$ cat src/rtl/seg7_scan_driver.sv
// Time-multiplexed 8-digit common-anode 7-segment driver.
// Takes a per-frame snapshot of the inputs, then scans the digits with blanking, decimal points and blink.
module seg7_scan_driver #(
  parameter int unsigned SCAN_DIV     = 50000,
  parameter int unsigned BLANK_CYC    = 4,
  parameter int unsigned BLINK_FRAMES = 64
) (
  input  logic        clk,
  input  logic        rst,
  input  logic [31:0] seg7_data,
  input  logic [63:0] seg7_ascii_data,
  input  logic        ascii_mode,
  input  logic [7:0]  dp_in,
  input  logic [7:0]  blink_mask,
  output logic [7:0]  an,
  output logic [7:0]  seg,
  output logic        frame_done
);

  localparam int unsigned CW = (SCAN_DIV > 1) ? $clog2(SCAN_DIV) : 1;
  localparam int unsigned FW = (BLINK_FRAMES > 1) ? $clog2(BLINK_FRAMES) : 1;

  logic [CW-1:0] cnt;
  logic [2:0]    digit;
  logic [FW-1:0] frame_cnt;
  logic          blink_phase;
  logic [31:0]   data_snap;
  logic [63:0]   ascii_snap;
  logic          mode_snap;
  logic [7:0]    dp_snap;
  logic [7:0]    blink_snap;

  function automatic logic [6:0] hex_glyph(input logic [3:0] n);
    logic [7:0] g;
    case (n)
      4'h0: g = 8'hC0;  4'h1: g = 8'hF9;  4'h2: g = 8'hA4;  4'h3: g = 8'hB0;
      4'h4: g = 8'h99;  4'h5: g = 8'h92;  4'h6: g = 8'h82;  4'h7: g = 8'hF8;
      4'h8: g = 8'h80;  4'h9: g = 8'h90;  4'hA: g = 8'h88;  4'hB: g = 8'h83;
      4'hC: g = 8'hC6;  4'hD: g = 8'hA1;  4'hE: g = 8'h86;  default: g = 8'h8E;
    endcase
    return g[6:0];
  endfunction

  function automatic logic [6:0] ascii_glyph(input logic [7:0] c);
    logic [7:0] u;
    logic [7:0] g;
    u = (c >= 8'h61 && c <= 8'h7A) ? (c - 8'h20) : c;
    if (u >= 8'h30 && u <= 8'h39) begin
      return hex_glyph(u[3:0]);
    end
    case (u)
      8'h41: g = 8'h88;  8'h42: g = 8'h83;  8'h43: g = 8'hC6;  8'h44: g = 8'hA1;
      8'h45: g = 8'h86;  8'h46: g = 8'h8E;  8'h48: g = 8'h89;  8'h4C: g = 8'hC7;
      8'h4F: g = 8'hA3;  8'h50: g = 8'h8C;  8'h52: g = 8'hAF;  8'h54: g = 8'h87;
      8'h55: g = 8'hC1;  8'h59: g = 8'h91;  8'h2D: g = 8'hBF;  8'h5F: g = 8'hF7;
      default: g = 8'hFF;
    endcase
    return g[6:0];
  endfunction

  logic        tick;
  logic        snap_now;
  logic [31:0] data_eff;
  logic [63:0] ascii_eff;
  logic        mode_eff;
  logic [7:0]  dp_eff;
  logic [7:0]  blink_eff;
  logic [6:0]  glyph;
  logic [7:0]  an_next;
  logic [7:0]  seg_next;

  always_comb begin
    tick     = (cnt == CW'(SCAN_DIV - 1));
    snap_now = (cnt == '0) && (digit == 3'd0);
    // Snapshot cycle decodes from the live inputs so a zero-length blank still sees fresh data
    data_eff  = snap_now ? seg7_data       : data_snap;
    ascii_eff = snap_now ? seg7_ascii_data : ascii_snap;
    mode_eff  = snap_now ? ascii_mode      : mode_snap;
    dp_eff    = snap_now ? dp_in           : dp_snap;
    blink_eff = snap_now ? blink_mask      : blink_snap;
    glyph     = mode_eff ? ascii_glyph(ascii_eff[{digit, 3'b000} +: 8])
                         : hex_glyph(data_eff[{digit, 2'b00} +: 4]);
    an_next   = 8'hFF;
    seg_next  = 8'hFF;
    if (cnt >= CW'(BLANK_CYC)) begin
      seg_next = {~dp_eff[digit], glyph};
      if (!(blink_phase && blink_eff[digit])) begin
        an_next = ~(8'b1 << digit);
      end
    end
  end

  always_ff @(posedge clk) begin
    if (rst) begin
      cnt         <= '0;
      digit       <= 3'd0;
      frame_cnt   <= '0;
      blink_phase <= 1'b0;
      data_snap   <= '0;
      ascii_snap  <= '0;
      mode_snap   <= 1'b0;
      dp_snap     <= '0;
      blink_snap  <= '0;
      an          <= 8'hFF;
      seg         <= 8'hFF;
      frame_done  <= 1'b0;
    end else begin
      if (snap_now) begin
        data_snap  <= seg7_data;
        ascii_snap <= seg7_ascii_data;
        mode_snap  <= ascii_mode;
        dp_snap    <= dp_in;
        blink_snap <= blink_mask;
      end
      if (tick) begin
        cnt   <= '0;
        digit <= digit + 3'd1;
        if (digit == 3'd7) begin
          if (frame_cnt == FW'(BLINK_FRAMES - 1)) begin
            frame_cnt   <= '0;
            blink_phase <= ~blink_phase;
          end else begin
            frame_cnt <= frame_cnt + 1'b1;
          end
        end
      end else begin
        cnt <= cnt + 1'b1;
      end
      an         <= an_next;
      seg        <= seg_next;
      frame_done <= tick && (digit == 3'd7);
    end
  end

endmodule

$ cat config.mk
export PLATFORM = sky130hd
export DESIGN_NAME = seg7_scan_driver
export DESIGN_NICKNAME = d
export VERILOG_FILES = /design/src/rtl/seg7_scan_driver.sv
export SDC_FILE = /design/constraint.sdc
export NUM_CORES = 1
export LEC_CHECK = 0
export ABC_AREA = 0
export ABC_CLOCK_PERIOD_IN_PS = 6790
export BUFFER_PORTS_ARGS = -buffer_cell sky130_fd_sc_hd__buf_2
export CORE_MARGIN = 2
export CORE_UTILIZATION = 45
export CTS_BUF_LIST = sky130_fd_sc_hd__clkbuf_4
export DETAILED_ROUTE_END_ITERATION = 8
export PLACE_DENSITY = 0.67
export REMOVE_ABC_BUFFERS = 1
export SLEW_MARGIN = 20
export SYNTH_ARGS = -nofsm -noshare
export SYNTH_HDL_FRONTEND = slang
export SYNTH_SLANG_ARGS = --single-unit
$ cat constraint.sdc
create_clock -name clk -period 6.79 [get_ports clk]
set_input_delay 1.358 -clock clk [delete_from_list [all_inputs] [get_ports clk]]
set_output_delay 1.358 -clock clk [all_outputs]
set_load 0.005 [all_outputs]
# After elaboration in Yosys (flattened, before gate mapping)
# Memories as Yosys holds them, arrays and structs flattened.
# Index checks and enable logic that the tools add are counted.
dict set report classes {
  addsub 4
  order_cmp 6
  eq_ne 19
  shift 3
  mux 16
  n_bitwise 4
  reduce_logical 12
}
# op n
set ops {}
lappend ops {{$eq 8x7->1 const B} 15}
lappend ops {{$pmux 7 s16} 1}
lappend ops {{$mux 64} 1}
lappend ops {{$shiftx 64x7->8} 1}
lappend ops {{$mux 32} 1}
lappend ops {{$shiftx 32x6->4} 1}
lappend ops {{$mux 8} 3}
lappend ops {{$mux 7} 3}
lappend ops {{$add 16x1->16 const B} 1}
lappend ops {{$eq 16x16->1 const B} 1}
lappend ops {{$ge 16x3->1 const B} 1}
lappend ops {{$logic_not 16->1} 1}
lappend ops {{$eq 8x6->1 const B} 1}
lappend ops {{$ge 8x6->1 const B} 1}
lappend ops {{$ge 8x7->1 const B} 1}
lappend ops {{$le 8x6->1 const B} 1}
lappend ops {{$le 8x7->1 const B} 1}
lappend ops {{$not 8->8} 1}
lappend ops {{$shl 1x3->8 const A} 1}
lappend ops {{$sub 8x6->8 const B} 1}
lappend ops {{$add 6x1->6 const B} 1}
lappend ops {{$bmux 1 s3} 2}
lappend ops {{$eq 6x6->1 const B} 1}
lappend ops {{$mux 6} 1}
lappend ops {{11 further kinds} 21}
dict set report word_totals {
  ff_bits 156
  rom_bits 224
  in_bits 115
  out_inout_bits 17
  word_cells 78
  memories 2
}
# name words width read_ports rd_ports_with_merged_regs write_ports line
set mem_list {}
lappend mem_list {{(name not given)} 16 7 1 0 0 35} ;# case (n)
lappend mem_list {{(name not given)} 16 7 1 0 0 35}

# Logic depth before layout (Yosys ltp)
dict set report logic_depth {
  word_depth 12
  ltp_mapped 24
  ltp_nobuf 17
}

# Worst setup path before layout
# No wires, ideal clock.
dict set report synth_timing {
  path_type {register to register}
  start {register digit[0]}
  end {register seg[6]}
  setup_time_ps 65
  arrival_time_ps 5741
  required_time_ps 6725
  setup_slack_ps 985
  path_stages_with_launch 24
  n_path_buf 7
  period_less_slack_ps 5805
  cell_sequence {dfxtp_1 clkbuf_1 inv_1 clkbuf_1 clkbuf_1 ha_1 nand2_1 nor4_4 nand2_4 buf_2 buf_2 buf_2 mux2i_1 mux4_2 mux2i_1 inv_1 ha_1 clkbuf_1 mux2_2 a221oi_1 o21a_1 a21oi_1 or4_1 nand4_1}
}
dict set report synth_between {
  elab_chain_len 12
  elab_cells_between_ends 38
  cone_classes {add/sub: 1; order compare: 4; eq/ne: 16; shift: 2; mux: 9; reduce/logical: 4; memory: 2}
}
# element line
set synth_lines {}
lappend synth_lines {{start, declared} 24} ;# logic [2:0] digit;
lappend synth_lines {{start signal, assigned} 117} ;# digit <= digit + 3'd1;
lappend synth_lines {{$logic_not 3->1} 74} ;# snap_now = (cnt == '0) && (digit == 3'd0);
lappend synth_lines {{$logic_and 1x1->1} 74}
lappend synth_lines {{$mux 64} n/a}
lappend synth_lines {{$shiftx 64x7->8} 81} ;# glyph = mode_eff ? ascii_glyph(ascii_eff[{digit, 3'b000} +: 8])
lappend synth_lines {{$ge 8x7->1 / $le 8x7->1 (equally long branches)} 47} ;# u = (c >= 8'h61 && c <= 8'h7A) ? (c - 8'h20) : c;
lappend synth_lines {{$logic_and 1x1->1} 47}
lappend synth_lines {{$mux 8} 47}
lappend synth_lines {{$ge 8x6->1 / $le 8x6->1 (equally long branches)} 48} ;# if (u >= 8'h30 && u <= 8'h39) begin
lappend synth_lines {{$logic_and 1x1->1} 48}
lappend synth_lines {{$mux 1} 48}
lappend synth_lines {{$mux 7} 51} ;# case (u)
lappend synth_lines {{$mux 7 *} 81}
lappend synth_lines {{end signal, assigned} 130} ;# seg <= seg_next;
lappend synth_lines {{end, declared} 16} ;# output logic [7:0] seg,
# Mark *: on every way between the ends. The rest lies on a longest branch, timed or not. The select of a mux whose other input is x is not followed.
# A chain may end at the register's enable or synchronous reset.

# Worst setup path after layout
dict set report layout_timing {
  start {register cnt[8]}
  end {register seg[6]}
}
dict set report layout_between {
  elab_chain_len 12
  elab_cells_between_ends 41
  cone_classes {add/sub: 1; order compare: 5; eq/ne: 16; shift: 2; mux: 9; bitwise: 1; reduce/logical: 5; memory: 2}
}
# element line
set layout_lines {}
lappend layout_lines {{start, declared} 23} ;# logic [CW-1:0] cnt;
lappend layout_lines {{start signal, assigned} 127} ;# cnt <= cnt + 1'b1;
lappend layout_lines {{$logic_not 16->1} 74}
lappend layout_lines {{$logic_and 1x1->1} 74}
lappend layout_lines {{$mux 64} n/a}
lappend layout_lines {{$shiftx 64x7->8} 81}
lappend layout_lines {{$ge 8x7->1 / $le 8x7->1 (equally long branches)} 47}
lappend layout_lines {{$logic_and 1x1->1} 47}
lappend layout_lines {{$mux 8} 47}
lappend layout_lines {{$ge 8x6->1 / $le 8x6->1 (equally long branches)} 48}
lappend layout_lines {{$logic_and 1x1->1} 48}
lappend layout_lines {{$mux 1} 48}
lappend layout_lines {{$mux 7} 51}
lappend layout_lines {{$mux 7} 81}
# Parallel ways exist; a longest one is shown, timed or not. The select of a mux whose other input is x is not followed.

==> flow_summary.ini <==
[global_route]
grt_pass1_vias = 6161
grt_pass1_wl_um = 30470
grt.total_usage = 0.2096
grt_max_degree = 74
antenna_found_initial = 0
overflow = 0

[critical_path]
start_kind = flip-flop
worstSetupPathType = flip-flop to flip-flop
rr_worst_depth = 14
timing.critical_path.required_ns = 7.29
crit_fanout = 73
r2r_start = cnt[8]$_SDFF_PP0_
rrSetupSlack_ns = 1.59
timing.rr.end = seg[6]$_SDFF_PP1_
worstSetupEndpointType = flip-flop
crit_arrival_ns = 5.70

[outcome]
status = finished clean

[pwr]
p_comb_frac = 0.253
power_mw = 2.078
p_per_area_mw_per_mm2 = 233.4
ir_drop_mv = 0.1022
clock_power_share = 0.263
p_seq_frac = 0.484
p_leak_nw = 3.770
internal-power_mw = 1.435
p_switching_mw = 0.6433
switching_share = 0.3096

[timing]
fmax_mhz = 192.5
slew-limit-headroom = 0.3538
finClkSkew_ns = 0.02433
rsz0062_at_grt = no
setup_viol = 0
final-max-slew-violation-count = 0
fin_crit_ns = 5.196
finalHoldViolCount = 0
fin_crit_sh = 0.7652
worst_pin_slew_ns = 0.9424
fin_setup_tns_ns = 0

[cts]
cts-hold-fix-buffers = 0
clk_pin_slew_ns = 0.13
cts_buffer_depth = 2
cts_root_buf = clkbuf_4
cts_tree = built
cts_num_sinks = 156
htreeDepth = 4
numCtsBuffers = 17
cts_setup_buffers = 0
clock_latency_ns = 0.58
cts-resized-gates = 0

[floorplanning]
die_x_um = 135.8
rows = 48
initial_core_util = 0.4568
dieArea_mm2 = 0.01845
io_pins = 132
coreArea_mm2 = 0.01712
die_h_um = 135.8

[finish]
diodes = 0
final_util = 0.5202
area_growth_syn_to_layout_pct = 13.87
design_area_mm2 = 0.008904
layout-drive-gt1-share = 0.2316
n_fill_cell = 1645
final_nets = 1104

[yosys]
yosysTopAreaCell = dfxtp_1
synth_area_leaders = dfxtp_1, mux2i_1, mux4_2
synth_async_sr_flop_share = 0
yosysWarningCount = 0
synth_ff_type = dfxtp_1
synth_edf_count = 0
syn_area_mm2 = 0.007819
synthCells = 862
synth_cell_types = 74
synth_top_area_frac = 0.3994
ys_seq_area_frac = 0.3994
synth_area_per_cell_um2 = 9.070
synth-seq-cells = 156

[hold_path]
min_delay_path_depth = 2
hp-class = flip-flop to flip-flop
hold_path_startpoint = ascii_snap[44]$_SDFF_PP0_
hold_path_end = ascii_snap[44]$_SDFF_PP0_

[drt]
top_layer = met4
wl_met2_um = 8351
drt_wl_total_um = 18710
drt_pass1_iterations = 6
met1Wirelength_um = 8785
vias_per_cell = 5.386
dr_wl_met3_um = 1308
drt_iter0_drc = 491
vias = 6490
drcViolationCount = 0
drtAntennaViolNets = 0
wl_per_cell_um = 15.52

[placed_design]
hpwl_um = 13030
placed_cell_area_mm2 = 0.008632
place_congestion = 0.9310
port-buffer-count = 131

[run]
max_cap_viol_count = 0
## routing by layer
layer / global-route usage / vias up
li1: - / 3237
met1: 0.2912 / 3020
met2: 0.3260 / 213
met3: 0.04773 / 20
met4: 0.06424 / 0
met5: 0 / -
## cell type report
cell class	count	area, um2	share of cell area
inverters	20	75.07	0.008432
well taps	225	281.5	0.03162
clock inverters	12	122.6	0.01377
clock buffers	19	142.6	0.01602
multi-input cells	629	4403	0.4945
flip-flops and latches	156	3123	0.3508
repair buffers	144	755.7	0.08488
## how the worst max path moves through the flow
stage / start / endpoint / cells after the start
after floorplan: digit[0]$_SDFFE_PP0P_ / seg[6]$_SDFF_PP1_ / 16
after global placement: cnt[8]$_SDFF_PP0_ / seg[6]$_SDFF_PP1_ / 14
after detailed placement: cnt[8]$_SDFF_PP0_ / seg[6]$_SDFF_PP1_ / 14
after CTS: cnt[6]$_SDFF_PP0_ / seg[6]$_SDFF_PP1_ / 14
after global routing: cnt[8]$_SDFF_PP0_ / seg[6]$_SDFF_PP1_ / 14
final: cnt[8]$_SDFF_PP0_ / seg[6]$_SDFF_PP1_ / 14
## through the flow
step                worst slack (ns)  cells  hold slack, ns
detailed placement             1.718   1174          0.4400
floorplan                     0.7547    805          0.4212
global route                   1.296   1205          0.4785
finish                         1.594   1205          0.4550
global placement               1.730   1174          0.4350
CTS                            1.663   1205          0.4553
## cell usage in the layout, fill, tap and decap left out, types with 12 or more instances in the layout
cell type,instances
mux2i_1,85
dfxtp_1,156
inv_1,18
nor3_1,15
buf_4,14
ha_1,21
mux4_2,28
clkbuf_4,19
a21oi_1,58
nor2_1,124
xnor2_1,12
nand2_1,128
o21ai_0,13
nand3_1,13
buf_2,130
## worst max-delay path, cell delays in order (launching register included)
cell and delay (ns):
dfxtp_1 0.38, or4_4 0.58, nor4_4 0.41, nand2_8 0.43, mux2i_1 0.26, mux4_2 0.50
mux2i_1 0.46, inv_1 0.17, ha_1 0.37, mux2_2 0.32, a221oi_1 0.30, o21a_1 0.21
a21oi_1 0.11, or4_1 0.47, nand4_1 0.10
## cells in the mapped netlist (all sizes together), types with 6 or more instances
| library cell | instances |
|---|---|
| a21oi | 58 |
| a31oi | 6 |
| buf | 17 |
| clkbuf | 40 |
| dfxtp | 156 |
| ha | 21 |
| inv | 18 |
| mux2 | 6 |
| mux2i | 86 |
| mux4 | 28 |
| nand2 | 129 |
| nand3 | 13 |
| nor2 | 125 |
| nor3 | 16 |
| o211ai | 7 |
| o21ai | 15 |
| or3 | 6 |
| xnor2 | 12 |
| xor2 | 9 |
## state kept, by name, indices dropped and copies added (netlist names)
signal       flops
blink_snap       8
mode_snap        1
cnt             16
an               8
digit            3
seg              8
blink_phase      1
data_snap       32
frame_done       1
dp_snap          8
ascii_snap      64
frame_cnt        6
## power groups by stage
stage / registers (mW) / logic (mW) / clock network, mW
after global placement: 1.02 / 0.527 / 0
after global routing: 1.01 / 0.585 / 0.601
final: 1.01 / 0.525 / 0.547
after detailed placement: 1.03 / 0.524 / 0
after CTS: 1.01 / 0.527 / 0.563
after floorplan: 1.02 / 0.383 / 0
## cells by family (layout without fill, tap and decap cells)
family          Yosys count  after routing  share of synthesized area
mux                     120            120                     0.2015
xor+xnor                 21             21                    0.02352
compound gates          140            140                     0.1187
flops                   156            156                     0.3994
fa+ha+maj                21             21                    0.03361
buf+inv                  77            195                    0.03937
simple gates            327            327                     0.1839
(Power assumes the default switching activity.)
